--- config.mk ---
export PLATFORM = sky130hd
export DESIGN_NAME = adder_sched
export DESIGN_NICKNAME = d
export VERILOG_FILES = /design/src/rtl/adder_sched_pkg.sv /design/src/rtl/adder_sched_rr_arbiter.sv /design/src/rtl/adder_sched.sv
export SDC_FILE = /design/constraint.sdc
export NUM_CORES = 1
export LEC_CHECK = 0
export BUFFER_PORTS_ARGS = -buffer_cell sky130_fd_sc_hd__buf_2
export CORE_ASPECT_RATIO = 0.5
export CORE_MARGIN = 4
export CORE_UTILIZATION = 40
export DETAILED_ROUTE_END_ITERATION = 10
export GPL_TIMING_DRIVEN = 0
export PLACE_DENSITY = 0.78
export SYNTH_ARGS = -nofsm -noshare
export SYNTH_HDL_FRONTEND = slang
export SYNTH_SLANG_ARGS = --single-unit
--- constraint.sdc ---
create_clock -name clk -period 1.7 [get_ports clk]
set_input_delay 0.34 -clock clk [delete_from_list [all_inputs] [get_ports clk]]
set_output_delay 0.34 -clock clk [all_outputs]
set_load 0.005 [all_outputs]
--- src/rtl/adder_sched_pkg.sv ---
// Shared definitions for the adder scheduler: FSM encoding, counter width and
// the id-width helper.
package adder_sched_pkg;

   typedef enum logic [1:0] {
      StIdle = 2'd0,
      StWait = 2'd1,
      StResp = 2'd2
   } state_e;

   // Wide enough for the largest supported latency (15).
   localparam int unsigned CntW = 4;

   function automatic int unsigned clog2(input int unsigned n);
      int unsigned r;
      r = 0;
      for (int i = 0; i < 32; i++) begin
         if ((32'd1 << i) < n) r = i + 1;
      end
      return r;
   endfunction

endpackage

--- src/rtl/adder_sched_rr_arbiter.sv ---
// Combinational round-robin pick: first asserted request at or after
// (last_grant+1) mod NREQ.
module rr_arbiter #(
   parameter int unsigned NREQ = 4,
   parameter int unsigned IdW  = 2
) (
   input  logic [NREQ-1:0] req,
   input  logic [IdW-1:0]  last_grant,
   output logic [IdW-1:0]  grant_idx,
   output logic            any_grant
);

   int unsigned     idx;
   logic [NREQ-1:0] rot;

   always_comb begin
      grant_idx = '0;
      any_grant = 1'b0;
      idx       = 0;
      rot       = '0;
      for (int unsigned k = 1; k <= NREQ; k++) begin
         idx = (32'(last_grant) + k) % NREQ;
         rot = req >> idx;
         if (!any_grant && rot[0]) begin
            any_grant = 1'b1;
            grant_idx = IdW'(idx);
         end
      end
   end

endmodule

--- src/rtl/adder_sched.sv ---
// Time-shares one external adder among NREQ requesters, one transaction in
// flight at a time, with round-robin grant order.
module adder_sched
   import adder_sched_pkg::*;
#(
   parameter int unsigned M    = 32,
   parameter int unsigned N    = 16,
   parameter int unsigned NREQ = 4,
   parameter int unsigned LAT  = 1,
   localparam int unsigned IdW = clog2(NREQ)
) (
   input  logic              clk,
   input  logic              rst_n,
   input  logic [NREQ-1:0]   req_valid,
   input  logic [NREQ*M-1:0] req_data,
   output logic [NREQ-1:0]   req_ready,
   output logic [M-1:0]      add_in,
   input  logic [N-1:0]      add_out,
   output logic              rsp_valid,
   output logic [IdW-1:0]    rsp_id,
   output logic [N-1:0]      rsp_data,
   input  logic              rsp_ready
);

   state_e          state_q, state_d;
   logic [CntW-1:0] cnt_q, cnt_d;
   logic [M-1:0]    add_in_q, add_in_d;
   logic [N-1:0]    rsp_data_q, rsp_data_d;
   logic [IdW-1:0]  rsp_id_q, rsp_id_d;
   logic [IdW-1:0]  last_grant_q, last_grant_d;
   logic [IdW-1:0]  grant_idx;
   logic            any_grant;

   rr_arbiter #(
      .NREQ (NREQ),
      .IdW  (IdW)
   ) u_arb (
      .req        (req_valid),
      .last_grant (last_grant_q),
      .grant_idx  (grant_idx),
      .any_grant  (any_grant)
   );

   always_comb begin
      state_d      = state_q;
      cnt_d        = cnt_q;
      add_in_d     = add_in_q;
      rsp_data_d   = rsp_data_q;
      rsp_id_d     = rsp_id_q;
      last_grant_d = last_grant_q;
      req_ready    = '0;
      unique case (state_q)
         StIdle: begin
            if (any_grant) begin
               req_ready    = NREQ'(1) << grant_idx;
               add_in_d     = req_data[grant_idx*M +: M];
               cnt_d        = CntW'(LAT);
               last_grant_d = grant_idx;
               state_d      = StWait;
            end
         end
         StWait: begin
            cnt_d = cnt_q - CntW'(1);
            if (cnt_q <= CntW'(1)) begin
               cnt_d      = '0;
               rsp_data_d = add_out;
               rsp_id_d   = last_grant_q;
               state_d    = StResp;
            end
         end
         StResp: begin
            if (rsp_ready) state_d = StIdle;
         end
         default: state_d = StIdle;
      endcase
      // The grant is combinational off req_valid, so mask it while held in reset.
      if (!rst_n) req_ready = '0;
   end

   always_ff @(posedge clk or negedge rst_n) begin
      if (!rst_n) begin
         state_q      <= StIdle;
         cnt_q        <= '0;
         add_in_q     <= '0;
         rsp_data_q   <= '0;
         rsp_id_q     <= '0;
         last_grant_q <= IdW'(NREQ - 1);
      end else begin
         state_q      <= state_d;
         cnt_q        <= cnt_d;
         add_in_q     <= add_in_d;
         rsp_data_q   <= rsp_data_d;
         rsp_id_q     <= rsp_id_d;
         last_grant_q <= last_grant_d;
      end
   end

   assign add_in    = add_in_q;
   assign rsp_valid = (state_q == StResp);
   assign rsp_id    = rsp_id_q;
   assign rsp_data  = rsp_data_q;

endmodule

==> reports/summary.md, run 1 <==
Once the floorplan was initialized, standard cells occupied 41.28% of the core. After synthesis, the netlist uses 36 different library cells. In this run the remaining antenna-violating nets after routing total 0. The ratio of total power to cell area is 1868 nW/um^2. The worst setup path is launched from a register.

STA classifies the critical path endpoint as an output pin. The design draws 11.29 mW. The post-route netlist has 63.14% of its cells at a drive strength greater than 1.

The path class of the tightest hold or removal check is input port to asynchronous set/reset pin. For this run, design rule violations remaining after detail routing come to 0. The count of port buffers added during placement was 205; the die span in y was 75.27 um. For this design the static power due to leakage is 2.749 nW.

The top cell types in the final layout, fill and taps aside, are sky130_fd_sc_hd__buf_2 (207), sky130_fd_sc_hd__dfrtp_1 (56), sky130_fd_sc_hd__a211oi_2 (51). For this block, the initial DRC count from the detailed router was 230. Measured in cells, the most critical reg-to-reg path has a length of 11. Leaving out fill and tap cells, the most frequent cell in the layout is sky130_fd_sc_hd__buf_2. Wires add up to 13.18 mm. The required time at the worst-slack endpoint came out at 1360 ps.

The tools report the later-pin clock latency in the skew report as 320 ps. For the final routed database, the setup TNS stands at -16,100 ps. The sequential cells in the finished layout cover a total of 1454 um^2. The checks that failed: negative setup slack. The number of global-route vias before repair was 3,718; the maximum buffer depth of the clock tree was 2.

In this run the worst path has a maximum fanout of 4. The post-synthesis area per instance was 10.25 um^2; the number of H-tree branching levels was 3. The tools report the post-route non-filler standard cell count as 722.

At the end of the flow, the number of nets in the layout was 753. For the final database, setup skew stands at 2.431 ps. The total area inside the core boundary comes to 8768 um^2.

The routed layout has 3,836 vias. The sequential element share of the synthesized area is 40.17%, and the xor and xnor fraction of the mapped netlist area is 0.2420%. Among all flip-flop cells after synthesis, the most frequent one is sky130_fd_sc_hd__dfrtp_1. Counting flops with an async set or reset pin after synthesis yields a share of 100.0%. During synthesis, Yosys emitted a total of 0 warnings. TritonCTS created 9 clock buffers. The CTS sink count was 58. The post-route clock period utilization is 132.8%.

The post-DP HPWL is 8.666 mm, and the largest net degree at the start of global routing is 60. Of the total synthesized cell area, the portion taken by full adders, half adders and majority gates is 0.6913%. For the last weighted congestion value of the routability-driven placer, the log shows 0.8134. The core utilization of the finished layout came out at 68.91%. The dominant combinational cell family by area after synthesis was compound AO/OA/AOI/OAI gates. From synthesis to final layout, the design area changed by 66.92%. In this run the register-to-register setup slack is -520 ps. Summing the areas of all compound-gate instances in the mapped netlist gives 22.54% of the synthesized area. The total standard cell area after synthesis came out at 3620 um^2.

Timing analysis after detailed placement gives a worst setup slack of -972.0 ps. For the total count of max-transition violations in the final report, the log shows 0. For the floorplan row count, the log shows 24. The final count of hold timing violations is 0.

The actual slew at the worst max-slew pin was 772.9 ps. Setup repair after global routing could not meet its margin everywhere. After detailed placement, the design holds a cell count of 675. The slack of the critical path was -556.8 ps; the simple-gate share of the synthesized area was 16.18%. TritonCTS built the clock tree. After technology mapping, the gate count stands at 353. For this run, the top clock speed supported by timing is 443.1 MHz.

The overall fraction of global-route tracks in use came out at 22.19%. The tool flagged a number of max-cap violations equal to 0. The number of antenna violations at the first check in global routing is 0. The flow ran to the end, but the final reports show violations. Global routing finished with a remaining overflow of 0.

In this run, synthesis produced a sequential element count of 58. The via density per instance was 5.313. The horizontal die dimension works out to 142.5 um. Setup violations remaining at the end of the flow were counted as 38. Across the VDD grid, the largest voltage drop is 0.0009634 V.

The root buffer cell chosen for the clock tree is sky130_fd_sc_hd__clkbuf_16. The first global-routing pass estimated 18.45 mm of wire. The run gives 10,730 um^2 as the area of the die. Fill cells in the final layout number 635. The critical path class was register to output pin.

The first detailed-routing pass ran for 4 iterations. The area used by multi-input combinational logic is 2416 um^2, and the clock input transition at the sequential cells of the worst setup and hold paths is 50 ps. The arrival time at the worst endpoint is 1920 ps, and the detailed-route wire length per cell is 18.25 um.

For the top-level I/O count, the log shows 206. When the netlist entered floorplanning its net count stood at 506. The synthesized design contains 0 enable-type register cells.

The worst path needs 2257 ps of the cycle, external delays included. The headroom to the max-slew limit came out at 48.47%. The post-synthesis mux area share is 14.73%.

0 antenna diodes ended up in the layout.
==> final cells by class <==
type	count	share of cell area (%)
Tap cell	117	2.423
Inverter	4	0.2485
Buffer	26	4.059
Clock inverter	6	1.739
Multi-Input combinational cell	262	39.99
Timing Repair Buffer	239	23.69
Clock buffer	10	3.790
Sequential cell	58	24.06
==> synth_stat cells (all sizes together), types with 3 or more instances <==
cell type | count | share of area (%)
a211oi | 64 | 20
a21oi | 4 | 0.76
buf | 18 | 3.9
clkbuf | 11 | 1.1
dfrtp | 56 | 39
inv | 4 | 0.41
mux2 | 18 | 5.6
mux2i | 33 | 9.1
nand2 | 40 | 4.1
nand2b | 4 | 0.69
nor2 | 36 | 3.8
nor3 | 37 | 5.3
nor3b | 3 | 0.62
o21ai | 7 | 1.1
==> worst paths after layout <==
check	startpoint	endpoint
max reg2reg	last_grant_q[0]	add_in[4]
min in group clk	add_out[15]	rsp_data[15]
max in group asynchronous	rst_n	rsp_data[4]
min reg2reg	rsp_data[2]	rsp_data[2]
min	rst_n	add_in[14]
max	last_grant_q[0]	req_ready[3]
==> state kept, by name, summed over array words and instances (netlist names) <==
signal        count
add_in           32
cnt_q             4
rsp_data         16
rsp_id            2
last_grant_q      2
state_q           2
==> per-stage QoR <==
stage	instance area (um^2)	hold slack, ps
after floorplan	3701	44.41
after global placement	4873	463.1
after detailed placement	4873	469.5
after CTS	5684	120.1
after global routing	6042	149.3
final	6042	75.78
==> critical path, cell delays in order (launching register included) <==
cell and delay, ps:
sky130_fd_sc_hd__dfstp_2 570, sky130_fd_sc_hd__buf_6 120, sky130_fd_sc_hd__nor3b_2 60, sky130_fd_sc_hd__or3_4 430
sky130_fd_sc_hd__buf_12 150, sky130_fd_sc_hd__nor3b_2 130, sky130_fd_sc_hd__buf_2 140
==> what timing repair did <==
action	4_1_cts	5_1_grt
pin swaps	30	19
setup buffers	17	13
hold buffers	0	0
resized for setup	58	56
cloned	4	0
endpoints found under the setup margin	48	58
==> logic make-up after synthesis <==
kind of cell | Yosys count
and+or+nand+nor | 129
AOI/OAI and AO/OA | 79
DFF | 58
muxes | 51
buffers and inverters | 33
adders and majority gates | 2
xor gates and xnor gates | 1
==> metal layers <==
layer,GRT usage [%],routed length (um),part of all wire [%],vias to the layer above
li1,-,-,-,1787
met1,28.36,5282,40,1902
met4,5.901,153,1.2,0
met5,0,0,0,-
met2,39.24,7025,53,131
met3,4.442,719,5.5,16
==> power by group <==
group,total [mW],switching [mW],internal [mW]
Sequential,2.54,0.420,2.12
Clock,2.04,0.617,1.42
Combinational,6.71,3.32,3.40
Total,11.3,4.35,6.93
(Power assumes the default switching activity.)
==> run 2, diff against run 1 <==
--- a/config.mk
+++ b/config.mk
@@ -14,2 +14,3 @@
 export PLACE_DENSITY = 0.78
+export SKIP_LAST_GASP = 1
 export SYNTH_ARGS = -nofsm -noshare
--- a/constraint.sdc
+++ b/constraint.sdc
@@ -3,2 +3,2 @@
 set_output_delay 0.34 -clock clk [all_outputs]
-set_load 0.005 [all_outputs]
+set_load 0.1 [all_outputs]
==> run 2 against run 1 <==
Against the previous run:
- the run still ends with negative setup slack left
- non-clock buffer count up 8
- setup slack worse by 170 ps
- final cell count up 0.97%
- cell area up 0.25%
- worst hold slack better by 26 ps
- wire length up 13%
- core utilization up 0.17 points
- first-iteration DRC count up 50%
- die area unchanged
- global-route usage up 0.58 points
- sequential share of layout area down 0.060 points
==> reports/summary.md, run 2 (synthesized netlist as in run 1, its figures left out) <==
The tools report the post-route non-filler standard cell count as 729 (+0.97%). Among all stages on the critical path, the largest delay is contributed by sky130_fd_sc_hd__or3_4. The floorplan row count was 24 (unchanged).

The CTS sink count came out at 58 (unchanged). The flow ran to the end, but the final reports show violations. The tools report the overall fraction of global-route tracks in use as 22.76% (+0.58 points). The actual slew at the worst max-slew pin came out at 795.4 ps (+22.52 ps). The number of hold buffers added after CTS was 0 (unchanged); the number of H-tree branching levels was 3 (unchanged). In the layout the commonest cells are sky130_fd_sc_hd__buf_2 (201), sky130_fd_sc_hd__dfrtp_1 (56), sky130_fd_sc_hd__a211oi_2 (51). The number of global-route vias before repair came out at 3,810 (+2.5%). Starting density of the core: 41.28% (unchanged). The tools report the arrival time at the worst endpoint as 2090 ps (+170 ps). Core utilization of the finished layout: 69.08% (+0.17 points). The root buffer cell is sky130_fd_sc_hd__clkbuf_16. The post-DP HPWL was 8.674 mm (about the same). The required time at the worst-slack endpoint was 1360 ps (about the same). Headroom to the max-slew limit: 46.97% (-1.5 points). The maximum buffer depth of the clock tree was 2 (unchanged); the slack of the critical path was -727.3 ps (-170.5 ps). The last weighted congestion value of the routability-driven placer was 0.7937 (-2.4%). The worst setup path is of the register to output pin kind.

The total wire length after detailed routing is 14.87 mm (+13%), and the detailed-route wire length per cell is 20.40 um (+12%). The post-route clock period utilization came out at 142.8% (+10 points). The DRC violation total after the first TritonRoute iteration is 346 (+50%). The net count of the finished layout is 761 (+1.1%), and the die span in y is 75.27 um (unchanged). The via density per instance was 5.623 (+5.8%). The number of antenna violations at the first check in global routing came out at 2 (+2). The number of nets with antenna violations after routing was 0 (unchanged); the later-pin clock latency in the skew report was 330 ps (about the same). Delay of the slowest cell on the worst path: 410 ps (-160 ps).

TritonCTS built the clock tree. The top achievable clock speed is 412.0 MHz (-7.0%), and the sum of overflow across all layers after global routing is 0 (unchanged). For the count of maximum capacitance violations, the log shows 0 (unchanged). The final reports fail on negative setup slack. The path category of the worst min-delay check is input port to asynchronous set/reset pin.

The number of fill cells in the layout was 622 (-2.0%); the largest net degree at the start of global routing was 60 (unchanged). The number of remaining DRC errors is 0 (unchanged). The proportion of layout cells with a drive suffix above 1 is 61.37% (-1.8 points).

The sum of buffers and inverters on the critical path was 4 (+1); the area added between synthesis and finish was 67.33%. Clock input transition at the sequential cells of the worst setup and hold paths: 50 ps (about the same). For the number of setup violations in the final report, the log shows 38 (unchanged).

The worst setup skew after layout was 3.455 ps (+1.024 ps); the top-level I/O count was 206 (unchanged). The maximum net fanout on the critical path works out to 3 (-1). STA classifies the critical path startpoint as a register. For the final count of hold timing violations, the log shows 0 (unchanged). The library cell used most frequently in the layout, excluding fill and tap cells, is sky130_fd_sc_hd__buf_2. The run gives 4,099 (+6.9%) as the via total after detailed routing. The count of port buffers added during placement came out at 205 (unchanged). In this design, the largest share of critical-path delay is due to simple AND/OR/NAND/NOR gates. The run gives 9 (unchanged) as the clock buffer count from CTS. The horizontal die dimension came out at 142.5 um (unchanged). The final period demand of the worst path is 2427 ps (+170.5 ps). Setup repair after global routing could not meet its margin everywhere. The total count of max-transition violations in the final report is 0 (unchanged). The core outline area is 8768 um^2 (unchanged). The number of flip-flops in the largest register works out to 32 (unchanged). The critical path goes through buf_6 -> o21ai_4 -> a21oi_4 -> buf_6 -> or3_4 -> buf_12 -> nor3_4 -> buf_12. The first-pass GRT wire length is 19.05 mm (+3.3%), and the first-pass iteration count of the detailed router is 5 (+1).

The logs give 675 (unchanged) for the placed instance count and -1430 ps (-457.7 ps) for the post-placement setup slack. Endpoint class of the critical path: an output pin. The area of the die was 10,730 um^2 (unchanged).
==> run 2: cell count changes in the layout (fill, tap and decap cells not counted), moves of 4 or more <==
| cell | delta |
|---|---|
| sky130_fd_sc_hd__mux2i_4 | -13 |
| sky130_fd_sc_hd__a211oi_1 | -4 |
| sky130_fd_sc_hd__buf_6 | +6 |
| sky130_fd_sc_hd__a211oi_4 | +4 |
| sky130_fd_sc_hd__mux2i_1 | +15 |
| sky130_fd_sc_hd__nor3_1 | +6 |
| sky130_fd_sc_hd__buf_2 | -6 |
| sky130_fd_sc_hd__buf_12 | +7 |
| sky130_fd_sc_hd__nor3_2 | -5 |
==> run 2: routing by layer <==
layer / part of all wire (%) / wire, um / vias up / track usage (%)
li1: - / - / 1804 / -
met1: 40 / 5919 / 1991 / 27.96
met2: 49 / 7297 / 228 / 39.03
met3: 7.0 / 1045 / 74 / 4.759
met4: 4.0 / 598 / 2 / 11.17
met5: 0.047 / 7 / - / 0
==> run 2: final timing paths <==
kind,from,to,slack (ps),depth (start not counted)
max in group asynchronous,rst_n,rsp_data[15],1070,1
min in group clk,add_out[12],rsp_data[12],230,2
setup / recovery,last_grant_q[0],req_ready[2],-730,8
setup reg to reg,last_grant_q[0],add_in[31],-670,13
hold / removal,rst_n,add_in[18],100,1
hold reg to reg,rsp_data[6],rsp_data[6],480,1
==> run 2: cell type report <==
cell class                      count  area (um^2)  area share, %
Multi-Input combinational cell    262         2291          37.82
Timing Repair Buffer              247         1597          26.36
Sequential cell                    58         1454          24.00
Clock inverter                      3        40.04         0.6610
Antenna cell                        1        2.502        0.04131
Tap cell                          117        146.4          2.417
Buffer                             26        259.0          4.276
Inverter                            4        15.01         0.2479
Clock buffer                       11        252.7          4.173
==> run 2: repair_timing <==
item | in CTS | in global routing
gates resized for setup | 58 | 55
setup endpoints to repair | 48 | 45
setup buffers | 18 | 21
pin swaps | 25 | 26
gates cloned | 3 | 1
==> run 2: per-stage QoR <==
stage | cell area (um^2) | hold WS [ps] | TNS, ps
2_1_floorplan | 3706 | 44.41 | -3695
3_3_place_gp | 4878 | 463.7 | -15560
3_5_place_dp | 4878 | 469.4 | -18170
4_1_cts | 5630 | 128.8 | -13390
5_1_grt | 6057 | 161.0 | -20850
6_report | 6057 | 101.3 | -19180
Power of run 2 is left out: the tool's default activity adds up to more than one toggle a clock period on the data nets, which glitch-free logic cannot reach.
==> run 3, diff against run 2 <==
- SETUP_SLACK_MARGIN: default -> 0.5
==> run 3 against run 2 <==
Against the previous run:
- the run ends with negative hold slack, negative setup slack left
- first-iteration DRC count grew 28%
- final cell count grew 4.1%
- worst hold slack lost 130 ps
- critical endpoint is now req_ready[3]
- largest cell class is now buffers
==> reports/summary.md, run 3 (synthesized netlist as in run 1, its figures left out) <==
The largest net degree at the start of global routing was 60 (unchanged); the area of the die was 10,730 um^2 (unchanged). For the worst ir drop on vdd, the log shows 0.002137 V. The design draws 20.12 mW. Path category of the worst min-delay check: input port to asynchronous set/reset pin. The sum of overflow across all layers after global routing was 0 (unchanged). The number of H-tree branching levels was 3 (unchanged). Traced cell by cell, the critical path runs through nand2b_4 -> a21oi_4 -> or3_4 -> buf_6 -> buf_12 -> nor3b_4 -> buf_12. Setup repair after global routing could not meet its margin everywhere. The horizontal die dimension was 142.5 um (unchanged); the headroom to the max-slew limit was 61.23% (+14 points).

Last weighted congestion value of the routability-driven placer: 0.8764 (+10%). The most common cell after layout, fill and taps aside was sky130_fd_sc_hd__buf_2. The logs give 16 (+16) for the final count of hold timing violations and 4,012 (+5.3%) for the number of global-route vias before repair. TritonCTS built the clock tree. The count of maximum capacitance violations was 0 (unchanged). Number of hold buffers added after CTS: 0 (unchanged). Critical path class: register to output pin. Number of setup violations in the final report: 37 (-2.6%). For the maximum buffer depth of the clock tree, the log shows 2 (unchanged). The logs give 391.1 MHz (-5.1%) for the top achievable clock speed and 17.96 mm (+21%) for the total wire length after detailed routing.

The core utilization of the finished layout was 83.83% (+15 points); the DRC violation total after the first TritonRoute iteration was 442 (+28%). For the CTS sink count, the log shows 58 (unchanged). In the layout the commonest cells are sky130_fd_sc_hd__buf_2 (151), sky130_fd_sc_hd__buf_12 (64), sky130_fd_sc_hd__dfrtp_2 (52). The arrival time at the worst endpoint came out at 2220 ps (+130 ps).

The number of remaining DRC errors is 0 (unchanged). The required time at the worst-slack endpoint was 1360 ps (about the same); the worst setup skew after layout was 10.91 ps (+7.459 ps). The run gives 0 (unchanged) as the total count of max-transition violations in the final report. The post-DP HPWL was 8.629 mm (-0.52%). The top-level I/O count was 206 (unchanged). The final period demand of the worst path was 2557 ps (+129.6 ps); the starting density of the core was 41.28% (unchanged). The first-pass GRT wire length was 20.65 mm (+8.4%); the floorplan row count was 24 (unchanged).

The number of flip-flops in the largest register came out at 32 (unchanged). The core outline area came out at 8768 um^2 (unchanged). The run finished, with violations left. Worst hold margin: -33.09 ps (-134.4 ps). The count of port buffers added during placement was 205 (unchanged); the overall fraction of global-route tracks in use was 24.94% (+2.2 points). The worst setup path is captured at an output pin. The checks that failed: negative hold slack, negative setup slack. Leakage power figure: 3.277 nW.

The clock input transition at the sequential cells of the worst setup and hold paths is 60 ps (about the same), and the ratio of total power to cell area is 2737 nW/um^2. The post-route clock period utilization was 150.4% (+7.6 points). STA classifies the critical path startpoint as a register. The clock buffer count from CTS came out at 9 (unchanged).

Number of diodes: 0 (-1). The number of antenna violations at the first check in global routing is 0 (-2), and the via density per instance is 5.858 (+4.2%). Counting stages on the worst path, the most repeated cell is sky130_fd_sc_hd__buf_12.

The die span in y was 75.27 um (unchanged). For the slack of the critical path, the log shows -856.9 ps (-129.6 ps). The via total after detailed routing is 4,446 (+8.5%). The area added between synthesis and finish was 103.1%; the later-pin clock latency in the skew report was 330 ps (about the same). The net count of the finished layout is 790 (+3.8%). The delay of the slowest cell on the worst path is 570 ps (+160 ps).

Root buffer cell: sky130_fd_sc_hd__clkbuf_16. The post-placement setup slack came out at -1377 ps (+52.23 ps). The run gives 0 (unchanged) as the number of nets with antenna violations after routing.

The proportion of layout cells with a drive suffix above 1 is 76.17% (+15 points), and the detailed-route wire length per cell is 23.66 um (+16%). The actual slew at the worst max-slew pin works out to 581.6 ps (-213.8 ps). For this design, the slowest cell found on the critical path is sky130_fd_sc_hd__dfstp_2. The maximum net fanout on the critical path is 4 (+1).

The first-pass iteration count of the detailed router was 5 (unchanged).
run 3: worst max-delay path, delay by kind of cell (launching register included):
family          cells  cell delay, ps
compound gates      1              60
buf+inv             3             490
flops               1             570
simple gates        3             780
run 3: path summary, 6_finish.rpt:
check	start	endpoint	slack, ps	depth (start not counted)
setup / recovery	last_grant_q[0]	req_ready[3]	-860	7
hold / removal	rst_n	rsp_data[1]	-30	1
setup reg to reg	last_grant_q[0]	add_in[1]	-700	11
hold reg to reg	rsp_data[10]	rsp_data[10]	530	1
max in group asynchronous	rst_n	add_in[17]	1260	1
min in group clk	add_out[7]	rsp_data[7]	250	2
run 3: cell type report:
type | count | area, um^2
tap | 117 | 146.4
multi-input combinational | 262 | 2496
timing repair buffer | 273 | 2591
inverter | 4 | 15.01
sequential | 58 | 1519
fill | 414 | 1418
clock buffer | 10 | 229.0
buffer | 29 | 296.5
clock inverter | 6 | 57.56
run 3: metal layers:
layer	vias up	wire, um	share of wire [%]	track usage (%)
met5	-	0	0	0
met4	0	821	4.6	12.22
met2	311	8885	49	42.46
li1	1852	-	-	-
met1	2205	6822	38	30.55
met3	78	1427	7.9	5.774
run 3: per-stage QoR:
| step | hold WS [ps] | area, um^2 | setup TNS (ps) | cells |
|---|---|---|---|---|
| after floorplan | 44.41 | 3902 | -3745 | 353 |
| after global placement | 473.1 | 5075 | -13600 | 675 |
| after detailed placement | 481.0 | 5075 | -16360 | 675 |
| after CTS | 130.3 | 6564 | -14140 | 730 |
| after global routing | 27.63 | 7351 | -22710 | 759 |
| final | -33.09 | 7351 | -21880 | 759 |
run 3: power by group:
| part | internal [mW] | total, mW | switching, mW |
|---|---|---|---|
| Combinational | 6.51 | 15.3 | 8.74 |
| Sequential | 2.24 | 3.09 | 0.851 |
| Clock | 1.12 | 1.77 | 0.650 |
run 3: what timing repair did:
item | CTS | global route
setup endpoints to repair | 168 | 113
resized for setup | 218 | 126
buffers inserted | 35 | 28
gates cloned | 4 | 1
pin swaps | 28 | 34
